===== src/rtl/wb_port_arbiter.sv =====
// -----------------------------------------------------------------------------
// wb_port_arbiter
//
// Writer side of the register file. Merges single-cycle ALU results and
// long-latency (load / mul-div) results onto the single regfile write port.
// Long-latency results are buffered in a small FIFO. A scoreboard tracks
// destination registers that still have a long-latency result outstanding.
// The decode stage is stalled on source hazards (comb) and, when the ALU has
// starved the FIFO for too long, for one cycle so the FIFO head can drain.
//
// Ports
//   clk, rst             clock (rising edge), asynchronous active-high reset
//   alu_valid/rd/data    ALU result, always accepted
//   lu_valid/rd/data     long-latency result offered to the FIFO
//   lu_ready             FIFO has room (from registered occupancy)
//   issue_valid/rd       decode issues a long-latency op writing issue_rd
//   rs1, rs2             decode source registers for the hazard check
//   hazard               comb: a source register has a pending write
//   pipe_stall           registered one-cycle forced-drain stall
//   err                  sticky: an ALU result was dropped during pipe_stall
//   w_enb, rd, w_data    registered regfile write port
// -----------------------------------------------------------------------------
module wb_port_arbiter #(
   parameter int XLEN       = 32,
   parameter int DEPTH      = 4,
   parameter int STARVE_MAX = 8
) (
   input  logic            clk,
   input  logic            rst,
   input  logic            alu_valid,
   input  logic [4:0]      alu_rd,
   input  logic [XLEN-1:0] alu_data,
   input  logic            lu_valid,
   output logic            lu_ready,
   input  logic [4:0]      lu_rd,
   input  logic [XLEN-1:0] lu_data,
   input  logic            issue_valid,
   input  logic [4:0]      issue_rd,
   input  logic [4:0]      rs1,
   input  logic [4:0]      rs2,
   output logic            hazard,
   output logic            pipe_stall,
   output logic            err,
   output logic            w_enb,
   output logic [4:0]      rd,
   output logic [XLEN-1:0] w_data
);

   localparam int PW = (DEPTH > 1) ? $clog2(DEPTH) : 1;
   localparam int CW = PW + 1;
   localparam int SW = $clog2(STARVE_MAX + 1);
   localparam int EW = XLEN + 5;

   localparam logic [CW-1:0] DEPTH_C     = CW'(DEPTH);
   localparam logic [SW-1:0] STARVE_LAST = SW'(STARVE_MAX - 1);

   // ---------------------------------------------------------------------
   // State
   // ---------------------------------------------------------------------
   logic [EW-1:0]   fifo_mem [DEPTH];
   logic [PW-1:0]   head_reg, head_next;
   logic [PW-1:0]   tail_reg, tail_next;
   logic [CW-1:0]   count_reg, count_next;
   logic [SW-1:0]   starve_cnt_reg, starve_cnt_next;
   logic            pipe_stall_reg, pipe_stall_next;
   logic            err_reg, err_next;
   logic [31:0]     pending_reg, pending_next;
   logic            w_enb_reg, w_enb_next;
   logic [4:0]      rd_reg, rd_next;
   logic [XLEN-1:0] w_data_reg, w_data_next;

   // ---------------------------------------------------------------------
   // Arbitration
   // ---------------------------------------------------------------------
   logic            fifo_ne;
   logic            push;
   logic            drain;
   logic            pop;
   logic            alu_win;
   logic [EW-1:0]   head_entry;
   logic [4:0]      head_rd;
   logic [XLEN-1:0] head_data;

   assign head_entry = fifo_mem[head_reg];
   assign head_rd    = head_entry[EW-1:XLEN];
   assign head_data  = head_entry[XLEN-1:0];

   // Occupancy is registered, so an entry pushed this cycle is never
   // eligible for arbitration until the following cycle.
   assign fifo_ne  = (count_reg != '0);
   assign lu_ready = (count_reg < DEPTH_C);
   assign push     = lu_valid & lu_ready;

   // Forced drain overrides the ALU; otherwise the ALU has priority.
   assign drain    = pipe_stall_reg & fifo_ne;
   assign pop      = drain | (~alu_valid & fifo_ne);
   assign alu_win  = alu_valid & ~drain;

   // ---------------------------------------------------------------------
   // FIFO pointers and occupancy
   // ---------------------------------------------------------------------
   always_comb begin
      head_next  = head_reg;
      tail_next  = tail_reg;
      count_next = count_reg;
      if (push) begin
         tail_next = tail_reg + 1'b1;
      end
      if (pop) begin
         head_next = head_reg + 1'b1;
      end
      case ({push, pop})
         2'b10:   count_next = count_reg + 1'b1;
         2'b01:   count_next = count_reg - 1'b1;
         default: count_next = count_reg;
      endcase
   end

   // Storage needs no reset: occupancy decides which entries are live.
   always_ff @(posedge clk) begin
      if (push) begin
         fifo_mem[tail_reg] <= {lu_rd, lu_data};
      end
   end

   // ---------------------------------------------------------------------
   // Starvation tracking and forced-drain stall
   // ---------------------------------------------------------------------
   always_comb begin
      starve_cnt_next = '0;
      pipe_stall_next = 1'b0;
      if (alu_win && fifo_ne) begin
         if (starve_cnt_reg == STARVE_LAST) begin
            // This win would reach the limit: stall once and start over.
            pipe_stall_next = 1'b1;
            starve_cnt_next = '0;
         end else begin
            starve_cnt_next = starve_cnt_reg + 1'b1;
         end
      end
   end

   // An ALU result presented while the FIFO is being force-drained is lost.
   assign err_next = err_reg | (drain & alu_valid);

   // ---------------------------------------------------------------------
   // Write port: rd/w_data hold while no write is committed
   // ---------------------------------------------------------------------
   always_comb begin
      w_enb_next  = 1'b0;
      rd_next     = rd_reg;
      w_data_next = w_data_reg;
      if (pop) begin
         // A popped x0 entry is consumed but never written.
         if (head_rd != 5'd0) begin
            w_enb_next  = 1'b1;
            rd_next     = head_rd;
            w_data_next = head_data;
         end
      end else if (alu_win) begin
         if (alu_rd != 5'd0) begin
            w_enb_next  = 1'b1;
            rd_next     = alu_rd;
            w_data_next = alu_data;
         end
      end
   end

   // ---------------------------------------------------------------------
   // Scoreboard: one bit per architectural register, x0 never pending.
   // A new issue in the same cycle as the retiring pop keeps the bit set.
   // ---------------------------------------------------------------------
   assign pending_next[0] = 1'b0;

   genvar gi;
   generate
      for (gi = 1; gi < 32; gi = gi + 1) begin : g_pending
         logic set_bit;
         logic clr_bit;
         assign set_bit = issue_valid & (issue_rd == 5'(gi));
         assign clr_bit = pop & (head_rd == 5'(gi));
         assign pending_next[gi] = set_bit | (pending_reg[gi] & ~clr_bit);
      end
   endgenerate

   assign hazard = pending_reg[rs1] | pending_reg[rs2];

   // ---------------------------------------------------------------------
   // Registers
   // ---------------------------------------------------------------------
   always_ff @(posedge clk or posedge rst) begin
      if (rst) begin
         head_reg       <= '0;
         tail_reg       <= '0;
         count_reg      <= '0;
         starve_cnt_reg <= '0;
         pipe_stall_reg <= 1'b0;
         err_reg        <= 1'b0;
         pending_reg    <= '0;
         w_enb_reg      <= 1'b0;
         rd_reg         <= '0;
         w_data_reg     <= '0;
      end else begin
         head_reg       <= head_next;
         tail_reg       <= tail_next;
         count_reg      <= count_next;
         starve_cnt_reg <= starve_cnt_next;
         pipe_stall_reg <= pipe_stall_next;
         err_reg        <= err_next;
         pending_reg    <= pending_next;
         w_enb_reg      <= w_enb_next;
         rd_reg         <= rd_next;
         w_data_reg     <= w_data_next;
      end
   end

   assign pipe_stall = pipe_stall_reg;
   assign err        = err_reg;
   assign w_enb      = w_enb_reg;
   assign rd         = rd_reg;
   assign w_data     = w_data_reg;

endmodule


===== config.mk =====
export PLATFORM = sky130hd
export DESIGN_NAME = wb_port_arbiter
export DESIGN_NICKNAME = d
export VERILOG_FILES = /design/src/rtl/wb_port_arbiter.sv
export SDC_FILE = /design/constraint.sdc
export NUM_CORES = 1
export LEC_CHECK = 0
export ABC_AREA = 1
export BUFFER_PORTS_ARGS = -buffer_cell sky130_fd_sc_hd__buf_4
export CORE_ASPECT_RATIO = 0.8
export CORE_MARGIN = 2
export CORE_UTILIZATION = 45
export CTS_BUF_LIST = sky130_fd_sc_hd__clkbuf_4 sky130_fd_sc_hd__clkbuf_8
export DETAILED_ROUTE_END_ITERATION = 10
export PLACE_DENSITY = 0.66
export SETUP_SLACK_MARGIN = 0.1
export SYNTH_ARGS = -nofsm -noshare
export SYNTH_HDL_FRONTEND = slang
export SYNTH_SLANG_ARGS = --single-unit

===== constraint.sdc =====
create_clock -name clk -period 3.2 [get_ports clk]
set_input_delay 0.64 -clock clk [delete_from_list [all_inputs] [get_ports clk]]
set_output_delay 0.64 -clock clk [all_outputs]
set_load 0.01 [all_outputs]

# Word-level counts from Yosys, hierarchy flattened
# Memory sizes are Yosys's and may differ from the RTL's.
# Cells that the tools add are included.
[word_totals]
input_bits = 94
n_memories = 1
word_cells = 281
ff_bits = 82
out_inout_bits = 42
mem_bits_rw = 148
[mem_list]
columns = ["name", "depth", "width", "read_ports", "rd_ports_with_merged_regs", "write_ports", "line_no", "source"]
rows = [
  ["fifo_mem", 4, 37, 1, 0, 1, "60", "logic [EW-1:0] fifo_mem [DEPTH];"],
]
[op_classes]
n_mux = 23
bitwise_logic = 165
n_eq_ne = 66
order_cmp = 3
n_addsub = 5
reduce_logical = 8
[ops]
columns = ["op", "n"]
rows = [
  ["equality test 5 bit (second input constant)", 32],
  ["two-way mux 32 bit", 4],
  ["bitwise AND 1 bit", 98],
  ["equality test 5 x 4 -> 1 bit (second input constant)", 16],
  ["equality test 5 x 3 -> 1 bit (second input constant)", 8],
  ["bitwise OR 1 bit", 34],
  ["inverter 1 bit", 33],
  ["equality test 5 x 2 -> 1 bit (second input constant)", 4],
  ["two-way mux 5 bit", 4],
  ["< comparator 5 x 6 -> 1 bit (second input constant)", 2],
  ["binary-select mux 1 bit (select 5 bit)", 2],
  ["equality test 5 x 1 -> 1 bit (second input constant)", 2],
  ["two-way mux 1 bit", 10],
  ["nonzero test 5 bit", 2],
  ["two-way mux 4 bit", 2],
  ["one-hot mux 3 bit (2 select lines)", 1],
  ["nonzero test 2 bit", 3],
  ["adder 2 x 1 -> 2 bit (second input constant)", 2],
  ["adder 4 x 1 -> 4 bit (second input constant)", 1],
  ["equality test 4 x 3 -> 1 bit (second input constant)", 1],
  ["adder 3 x 1 -> 3 bit (second input constant)", 1],
  ["< comparator 3 bit (second input constant)", 1],
  ["AND reduction 3 bit", 1],
  ["nonzero test 3 bit", 1],
  ["other kinds (5)", 5],
]

# Logic depth before layout (Yosys ltp)
# Gate-level depths: netlist (run 1).
[logic_depth]
depth_word = 7
ltp_mapped = 14

# Least setup slack after synthesis (run 1)
# No wires, ideal clock.
[synth_path]
path_type = "input to register"
from = "input port lu_valid"
to = "memory fifo_mem[0][0] (netlist name), enable pin"
arrival_time_ns = 2.385
n_path_buf = 0
cell_stages = 2
setup_time_ns = 0.431
setup_slack_ns = 0.384
t_required_ns = 2.769
cell_sequence = "nand2_1 -> nor2_1"
[synth_via]
elab_chain_len = 3
[synth_rtl]
columns = ["item", "line_no", "source"]
rows = [
  ["start: declaration", "33", "input logic lu_valid,"],
  ["bitwise AND 1 bit", "92", "assign push = lu_valid & lu_ready;"],
  ["two-way mux 1 bit", "121", "if (push) begin"],
  ["two-way mux 1 bit (implied by the code)", "122", "fifo_mem[tail_reg] <= {lu_rd, lu_data};"],
  ["end: declaration", "60", ""],
]
# Every way passes these cells.

# Final worst setup path (run 1)
[layout_path]
from = "input port rs1[0]"
to = "output port hazard"
[layout_via]
elab_chain_len = 3
[layout_rtl]
columns = ["item", "line_no", "source"]
rows = [
  ["start: declaration", "39", "input logic [4:0] rs1,"],
  ["binary-select mux 1 bit (select 5 bit)", "186", "assign hazard = pending_reg[rs1] | pending_reg[rs2];"],
  ["two-way mux 1 bit (implied by the code)", "186", ""],
  ["bitwise OR 1 bit", "186", ""],
  ["end: declaration", "41", "output logic hazard,"],
]
# Every way passes these cells. The select of a mux whose other input is x is not followed.

==> metrics.md, run 1 <==
| Metric | Value |
|---|---|
| DR vias | `around 8000` |
| # Post-CTS Setup Buffers | `0` |
| Max reg flops | `148` |
| Synthesized area per cell | `9.60 sq um` |
| Most common cell in the synthesized netlist | `nand2_1` |
| Vias per cell | `5.17` |
| Filler instances | `2036` |
| Violation count after the first detailed-route iteration | `563` |
| Max_slew headroom | `0.514` |
| Antenna violations before repair | `0` |
| Final setup viols | `0` |
| RePlAce Congestion | `between 0.8 and 0.9` |
| Sequential-to-total area share from yosys stat | `0.630` |
| Data required time of the critical path | `approximately 2600 ps` |
| Clock power share | `0.241` |
| Worst r2r dst | `w_data[20]$_DFFE_PP0P_` |
| Setup_tns | `0 ps` |
| Share of the synthesized area in the top cell type | `0.431` |
| Clock Latency Late Sink | `between 500 and 600 ps` |
| GR peak layer | `met2` |
| Maxcap violations | `0` |
| Skew final | `19.3 ps` |
| Synth Instances | `1074` |
| Termination of the worst setup path | `hazard` |
| FFs w/ async S/R, synth | `0.357` |
| CORE AREA | `22500 sq um` |
| Congestion Overflow GR | `0` |
| Vias in the first global route | `7852` |
| Nets | `1316` |
| Net Switching | `4.14 mW` |
| Worst reg-to-reg path cell count | `10` |
| Reg2reg start | `head_reg[1]$_DFFE_PP0P_` |
| Post-synthesis instance area | `10300 sq um` |
| Clock Tree Root | `clkbuf_8` |
| Internal power | `6.82 mW` |
| Min Tclk post-route | `2530 ps` |
| Port bufs | `between 100 and 150` |
| Setup crit start | `rs1[0]` |
| Sequential Power Share | `0.407` |
| Total GRT Usage | `0.218` |
| Final worst slack | `around 670 ps` |
| Hold Path Class | `in2async` |
| Hold Worst Slack | `222 ps` |
| Cts bufs inserted | `38` |
| Final hold vios | `0` |
| First-pass GRT wire length | `41.7 mm` |
| DRC Markers | `0` |
| Outcome | `completed` |
| Ranking of synthesized cells by area | `edfxtp_1, dfrtp_1, nand2_1` |
| Area growth from synthesis to layout | `20.6%` |
| Met1 usage | `0.298` |
| P per Cell Area | `roughly 900 nW/um^2` |
| # hold bufs at CTS | `0` |
| RSZ-0062 raised after global routing | `false` |
| Synth Flop Type | `edfxtp_1` |
| Arrival time at the worst endpoint | `1890 ps` |
| Worst-case clock buffer depth | `3` |
| Most frequent cells after synthesis | `nand2_1, nor2_1, edfxtp_1, nand3_1, o21ai_0` |
| Pre-CTS WS | `683 ps` |
| Crit start category | `input port` |
| Post-synth EDFFs | `between 100 and 150` |
| Crit. End Element | `primary output` |
| Initial Util | `0.458` |
| GR Util met3 | `0.0462` |
| Max IR drop VDD | `394 uV` |
| Synth cell types | `29` |
| Chip height | `between 100 and 150 um` |
| Dpl hpwl | `between 15 and 20 mm` |
| CTS Sinks | `230` |
| Share of layout cells above drive strength 1 | `0.194` |
| CTS tree | `yes` |
| Worst-margin pin slew | `728 ps` |
| Period Utilization, post-route | `0.790` |
| Max Slew Vio Count | `0` |
| Leakage | `5.30 nW` |
| Synthesized Nets | `1175` |
| Post-route ant nets | `0` |
| Die area | `24100 sq um` |
| CP Class | `in2out` |
| Clock slew at reported path FFs | `roughly 60 ps` |
| Pin count of the biggest net entering global routing | `40` |
| Max Freq | `slightly below 0.4 GHz` |
| Core Rows | `49` |
| Switching power share of the total | `0.378` |
| Met2 GRT Util | `0.352` |
| Combinational share of power | `0.352` |
| IO Pins | `136` |
| Post-cts sizing count | `0` |
| CTS H-tree depth | `2` |
| R2r setup slk | `just over 800 ps` |
| Leading area contributor after synthesis | `edfxtp_1` |
| ANT cells | `0` |
| Total Wirelength | `about 26 mm` |
| Synth warn | `0` |
| Drt pass-1 iters | `5` |
| Critical Path Fanout Max | `18` |
| Avg WL per Cell | `about 17 um` |
| Die Wd | `173 um` |
| Post-synthesis register bit count | `230` |
how the worst min path moves through the flow:
stage | start | to | slack, ps | depth (start not counted)
floorplan | starve_cnt_reg[0]$_DFF_PP0_ | starve_cnt_reg[0]$_DFF_PP0_ | 430 | 1
global placement | starve_cnt_reg[0]$_DFF_PP0_ | starve_cnt_reg[0]$_DFF_PP0_ | 450 | 1
detailed placement | starve_cnt_reg[0]$_DFF_PP0_ | starve_cnt_reg[0]$_DFF_PP0_ | 460 | 1
CTS | rst | w_data[11]$_DFFE_PP0P_ | 230 | 2
global route | rst | w_data[21]$_DFFE_PP0P_ | 250 | 2
finish | rst | pending_reg[5]$_DFF_PP0_ | 220 | 2
cell families after synthesis:
kind of cell    count (synthesis)  synth area share
xor+xnor                        5           0.00425
simple gates                  563             0.224
fa+ha+maj                       7           0.00923
buf+inv                       116            0.0497
flops                         230             0.630
compound gates                153            0.0830
cells in the final DEF (no fill, tap or decap), types with 4 or more instances in the layout:
master and count:
nand2_1 259, nor2_1 157, buf_4 154, edfxtp_1 148, nand3_1 133, o21ai_0 109
dfrtp_1 80, inv_1 55, clkbuf_8 45, o21a_1 32, clkbuf_4 10, a21oi_1 8
inv_2 6, clkinv_2 6, ha_1 6, clkinv_1 6, nor2_4 5, xor2_1 4
power by group through the flow:
stage          registers [mW]  clock network [mW]  logic, mW
2_1_floorplan            4.42                   0       2.45
3_3_place_gp             4.50                   0       3.81
4_1_cts                  4.45                2.69       3.88
3_5_place_dp             4.50                   0       3.87
5_1_grt                  4.53                2.83       4.34
6_report                 4.46                2.64       3.86
metal layers:
metal	vias to the layer above	part of all wire
li1	3878	-
met1	3807	0.45
met2	280	0.46
met3	53	0.071
met4	0	0.022
met5	-	0
cell type report:
| class | instances | area (sq um) | area share |
|---|---|---|---|
| timing repair buffer | 155 | 1180 | 0.0946 |
| sequential | 230 | 6500 | 0.523 |
| tap | 306 | 383 | 0.0308 |
| multi-input combinational | 728 | 3350 | 0.269 |
| clock buffer | 55 | 694 | 0.0559 |
| inverter | 62 | 234 | 0.0188 |
| clock inverter | 14 | 95.1 | 0.00765 |
per-stage QoR:
stage          cells  utilization  total power [mW]  area, sq um
4_1_cts         1550        0.552              11.0        12400
6_report        1550        0.552              11.0        12400
3_5_place_dp    1481        0.517              8.37        11600
2_1_floorplan   1074            -              6.86        10300
3_3_place_gp    1481        0.517              8.31        11600
5_1_grt         1550        0.552              11.7        12400
critical path: stages:
cell and delay [ps]:
buf_4 190, inv_1 220, or2_2 340, nand2_1 60, nand3_1 60, nand3_1 70, nand3_1 70, nand2_1 70
nand2_1 50, buf_4 130
No activity file was read; power rests on OpenSTA's default activity.
==> run 2, diff against run 1 <==
ABC_AREA = 0   (was 1)
clock period = 2.55 ns   (was 3.2 ns; I/O delays follow)
==> run 2 against run 1 <==
Wire length fell by 18%. Design area down 1.2%. Synthesized cell count decreased by 48%. Sequential power increased by 26%. Clock power increased by 31%. The run now ends with negative setup slack left.
==> metrics.md, run 2 <==
| Metric | Value |
|---|---|
| Outcome | `finished, violations left` |
| Failing checks | `negative setup slack` |
| Hold Worst Slack | `88.7 ps (-133 ps)` |
| Worst-margin pin slew | `646 ps (-81.5 ps)` |
| Total power | `13.7 mW (+25%)` |
| Final worst slack | `-170 ps (-841 ps)` |
| DR vias | `5762 (-28%)` |
| Vias per cell | `5.58 (+7.9%)` |
| ANT cells | `0 (unchanged)` |
| Placed cells | `957 (-35%)` |
| Skew final | `17.4 ps (-1.93 ps)` |
| Leading area contributor after synthesis | `edfxtp_1` |
| Synth warn | `0 (unchanged)` |
| FFs w/ async S/R, synth | `0.357 (unchanged)` |
| Worst-case clock buffer depth | `3 (unchanged)` |
| Max Slew Vio Count | `0 (unchanged)` |
| Post-synthesis instance area | `9950 sq um (-3.5%)` |
| Antenna violations before repair | `0 (unchanged)` |
| Core Rows | `48 (-2.0%)` |
| Data required time of the critical path | `2040 ps (-520 ps)` |
| Most frequent cells after synthesis | `edfxtp_1, dfrtp_1, mux4_2, mux2_2, o21ai_0` |
| Worst reg-to-reg path cell count | `6 (-4)` |
| Die Wd | `170 um (-1.7%)` |
| CP Class | `reg2out` |
| Max_slew headroom | `0.568 (+0.0540)` |
| Share of layout cells above drive strength 1 | `0.491 (+0.298)` |
| Violation count after the first detailed-route iteration | `517 (-8.2%)` |
| Leakage | `4.74 nW (-11%)` |
| Chip height | `137 um (-1.7%)` |
| Die area | `23300 sq um (-3.4%)` |
| First-pass GRT wire length | `33.8 mm (-19%)` |
| Clock slew at reported path FFs | `60 ps (about the same)` |
| Synth Instances | `562 (-48%)` |
| Max IR drop VDD | `526 uV (+34%)` |
| IO Pins | `136 (unchanged)` |
| Final setup viols | `1 (+1)` |
| Sequential-to-total area share from yosys stat | `0.653 (+0.0228)` |
| Dpl hpwl | `14.2 mm (-16%)` |
| Fin cells | `1032 (-33%)` |
| Avg WL per Cell | `21.1 um (+24%)` |
| Most frequent cells in the layout | `edfxtp_1, buf_4, dfrtp_1` |
| Post-synth EDFFs | `148 (unchanged)` |
| Critical Path Fanout Max | `4 (-14)` |
| Cts bufs inserted | `39 (+2.6%)` |
| Synth Flop Type | `edfxtp_1` |
| DRC Markers | `0 (unchanged)` |
| Post-synthesis register bit count | `230 (unchanged)` |
| Pin count of the biggest net entering global routing | `46 (+15%)` |
| Nets | `828 (-37%)` |
| RSZ-0062 raised after global routing | `true` |
| Post-route ant nets | `0 (unchanged)` |
| Met1 Wirelength | `9.65 mm (-18%)` |
| CTS H-tree depth | `2 (unchanged)` |
| Port bufs | `135 (unchanged)` |
| # hold bufs at CTS | `0 (unchanged)` |
| Ranking of synthesized cells by area | `edfxtp_1, dfrtp_1, mux4_2` |
| Post-DP Area | `11400 sq um (-2.2%)` |
| Max reg flops | `148 (unchanged)` |
| Min Tclk post-route | `2720 ps` |
| Most common cell after layout, fill and taps aside | `edfxtp_1` |
| Max Freq | `0.368 GHz` |
| Synth cell types | `43 (+48%)` |
| Clock Latency Late Sink | `500 ps (-30 ps)` |
| Total Wirelength | `21.7 mm (-18%)` |
| Drt pass-1 iters | `5 (unchanged)` |
| CORE AREA | `21600 sq um (-3.9%)` |
| Most common cell in the synthesized netlist | `edfxtp_1` |
| Crit. End Element | `primary output` |
| Total GRT Usage | `0.191 (-0.0271)` |
| Congestion Overflow GR | `0 (unchanged)` |
| Arrival time at the worst endpoint | `2210 ps (+320 ps)` |
| Synthesized area per cell | `17.7 sq um (+84%)` |
| Hold Path Class | `in2async` |
| Share of the synthesized area in the top cell type | `0.447 (+0.0156)` |
| Top sig layer | `met4` |
| Clock Tree Root | `clkbuf_8` |
| Vias in the first global route | `6049 (-23%)` |
| P per Cell Area | `1120 nW/um^2 (+27%)` |
| Crit start category | `flip-flop` |
| Synthesized Nets | `663 (-44%)` |
| Final hold vios | `0 (unchanged)` |
| Met2 wire len | `10.3 mm (-15%)` |
| CTS tree | `yes` |
| CTS Sinks | `230 (unchanged)` |
| Maxcap violations | `0 (unchanged)` |
| RePlAce Congestion | `0.807 (-7.5%)` |
| Setup_tns | `-170 ps (-170 ps)` |
| Period Utilization, post-route | `1.07` |
| Initial Util | `0.460 (+0.00197)` |
| DR WL met3 | `1.52 mm (-18%)` |
| Design Area, Final | `12300 sq um (-1.2%)` |
| Area growth from synthesis to layout | `23.4%` |
## run 2: cell types whose count changed in the layout (fill, tap and decap cells not counted), sizes merged, moves of 8 or more
cell | previous run | this run
nand2 | 262 | 11
nor2 | 162 | 7
nand3 | 133 | 5
o21ai | 110 | 33
mux2 | 0 | 74
mux4 | 0 | 53
inv | 63 | 12
o21a | 32 | 0
o31ai | 0 | 32
clkbuf | 55 | 66
nand2b | 0 | 11
a21oi | 9 | 1
clkinv | 12 | 4
## run 2: kinds of logic (layout without fill, tap and decap cells)
group	after synthesis	after routing	share of synthesized area
buffers and inverters	44	239	0.0205
and+or+nand+nor	62	62	0.0362
adders and majority gates	7	7	0.00956
muxes	134	134	0.222
DFF	230	230	0.653
xor gates and xnor gates	7	7	0.00616
AOI/OAI and AO/OA	78	78	0.0526
## run 2: layer usage
layer / up-vias / GRT usage
li1: 2570 / -
met4: 0 / 0.0456
met5: - / 0
met1: 2955 / 0.263
met3: 25 / 0.0457
met2: 212 / 0.312
## run 2: worst max-delay path, cell delays in order (launching register included)
cell       delay (ps)
dfrtp_2           440
mux4_2            480
o22ai_2           170
o2111ai_1         140
a221o_1           340
buf_6             130
## run 2: cell type report
| type | instances | area [sq um] |
|---|---|---|
| Fill cell | 1707 | 9350 |
| Clock buffer | 66 | 796 |
| Tap cell | 275 | 344 |
| Inverter | 13 | 52.6 |
| Timing Repair Buffer | 155 | 1270 |
| Multi-Input combinational cell | 288 | 3260 |
| Sequential cell | 230 | 6500 |
| Clock inverter | 5 | 50.0 |
## run 2: through the flow
stage | setup WS [ps] | utilization
after global placement | 57.2 | 0.526
after floorplan | 154 | -
after detailed placement | 10.8 | 0.526
after global routing | -258 | 0.568
final | -170 | 0.568
after CTS | -160 | 0.566
## run 2: report_power, final
| part | internal, mW | total [mW] | switching, mW | leakage, nW |
|---|---|---|---|---|
| registers | 4.97 | 5.64 | 0.667 | 2.32 |
| clock network | 2.06 | 3.46 | 1.40 | 0.458 |
| logic | 2.49 | 4.59 | 2.11 | 1.95 |
| total | 9.52 | 13.7 | 4.17 | 4.74 |
## run 2: path summary, 6_finish.rpt
path	start	end	slack, ps
setup / recovery	pending_reg[30]$_DFF_PP0_	hazard	-170
hold / removal	rst	w_data[21]$_DFFE_PP0P_	90
setup reg to reg	head_reg[0]$_DFFE_PP0P_	w_data[2]$_DFFE_PP0P_	210
hold reg to reg	starve_cnt_reg[0]$_DFF_PP0_	starve_cnt_reg[0]$_DFF_PP0_	470
max in group asynchronous	rst	w_data[3]$_DFFE_PP0P_	1670
min in group clk	lu_rd[1]	fifo_mem[0][33]$_DFFE_PP_	210
## run 2: repair_timing
item / in CTS / in global routing
resized for setup: 4 / 4
cloned: 0 / 0
buffers inserted: 1 / 3
endpoints found under the setup margin: 1 / 26
pin swaps: 1 / 0
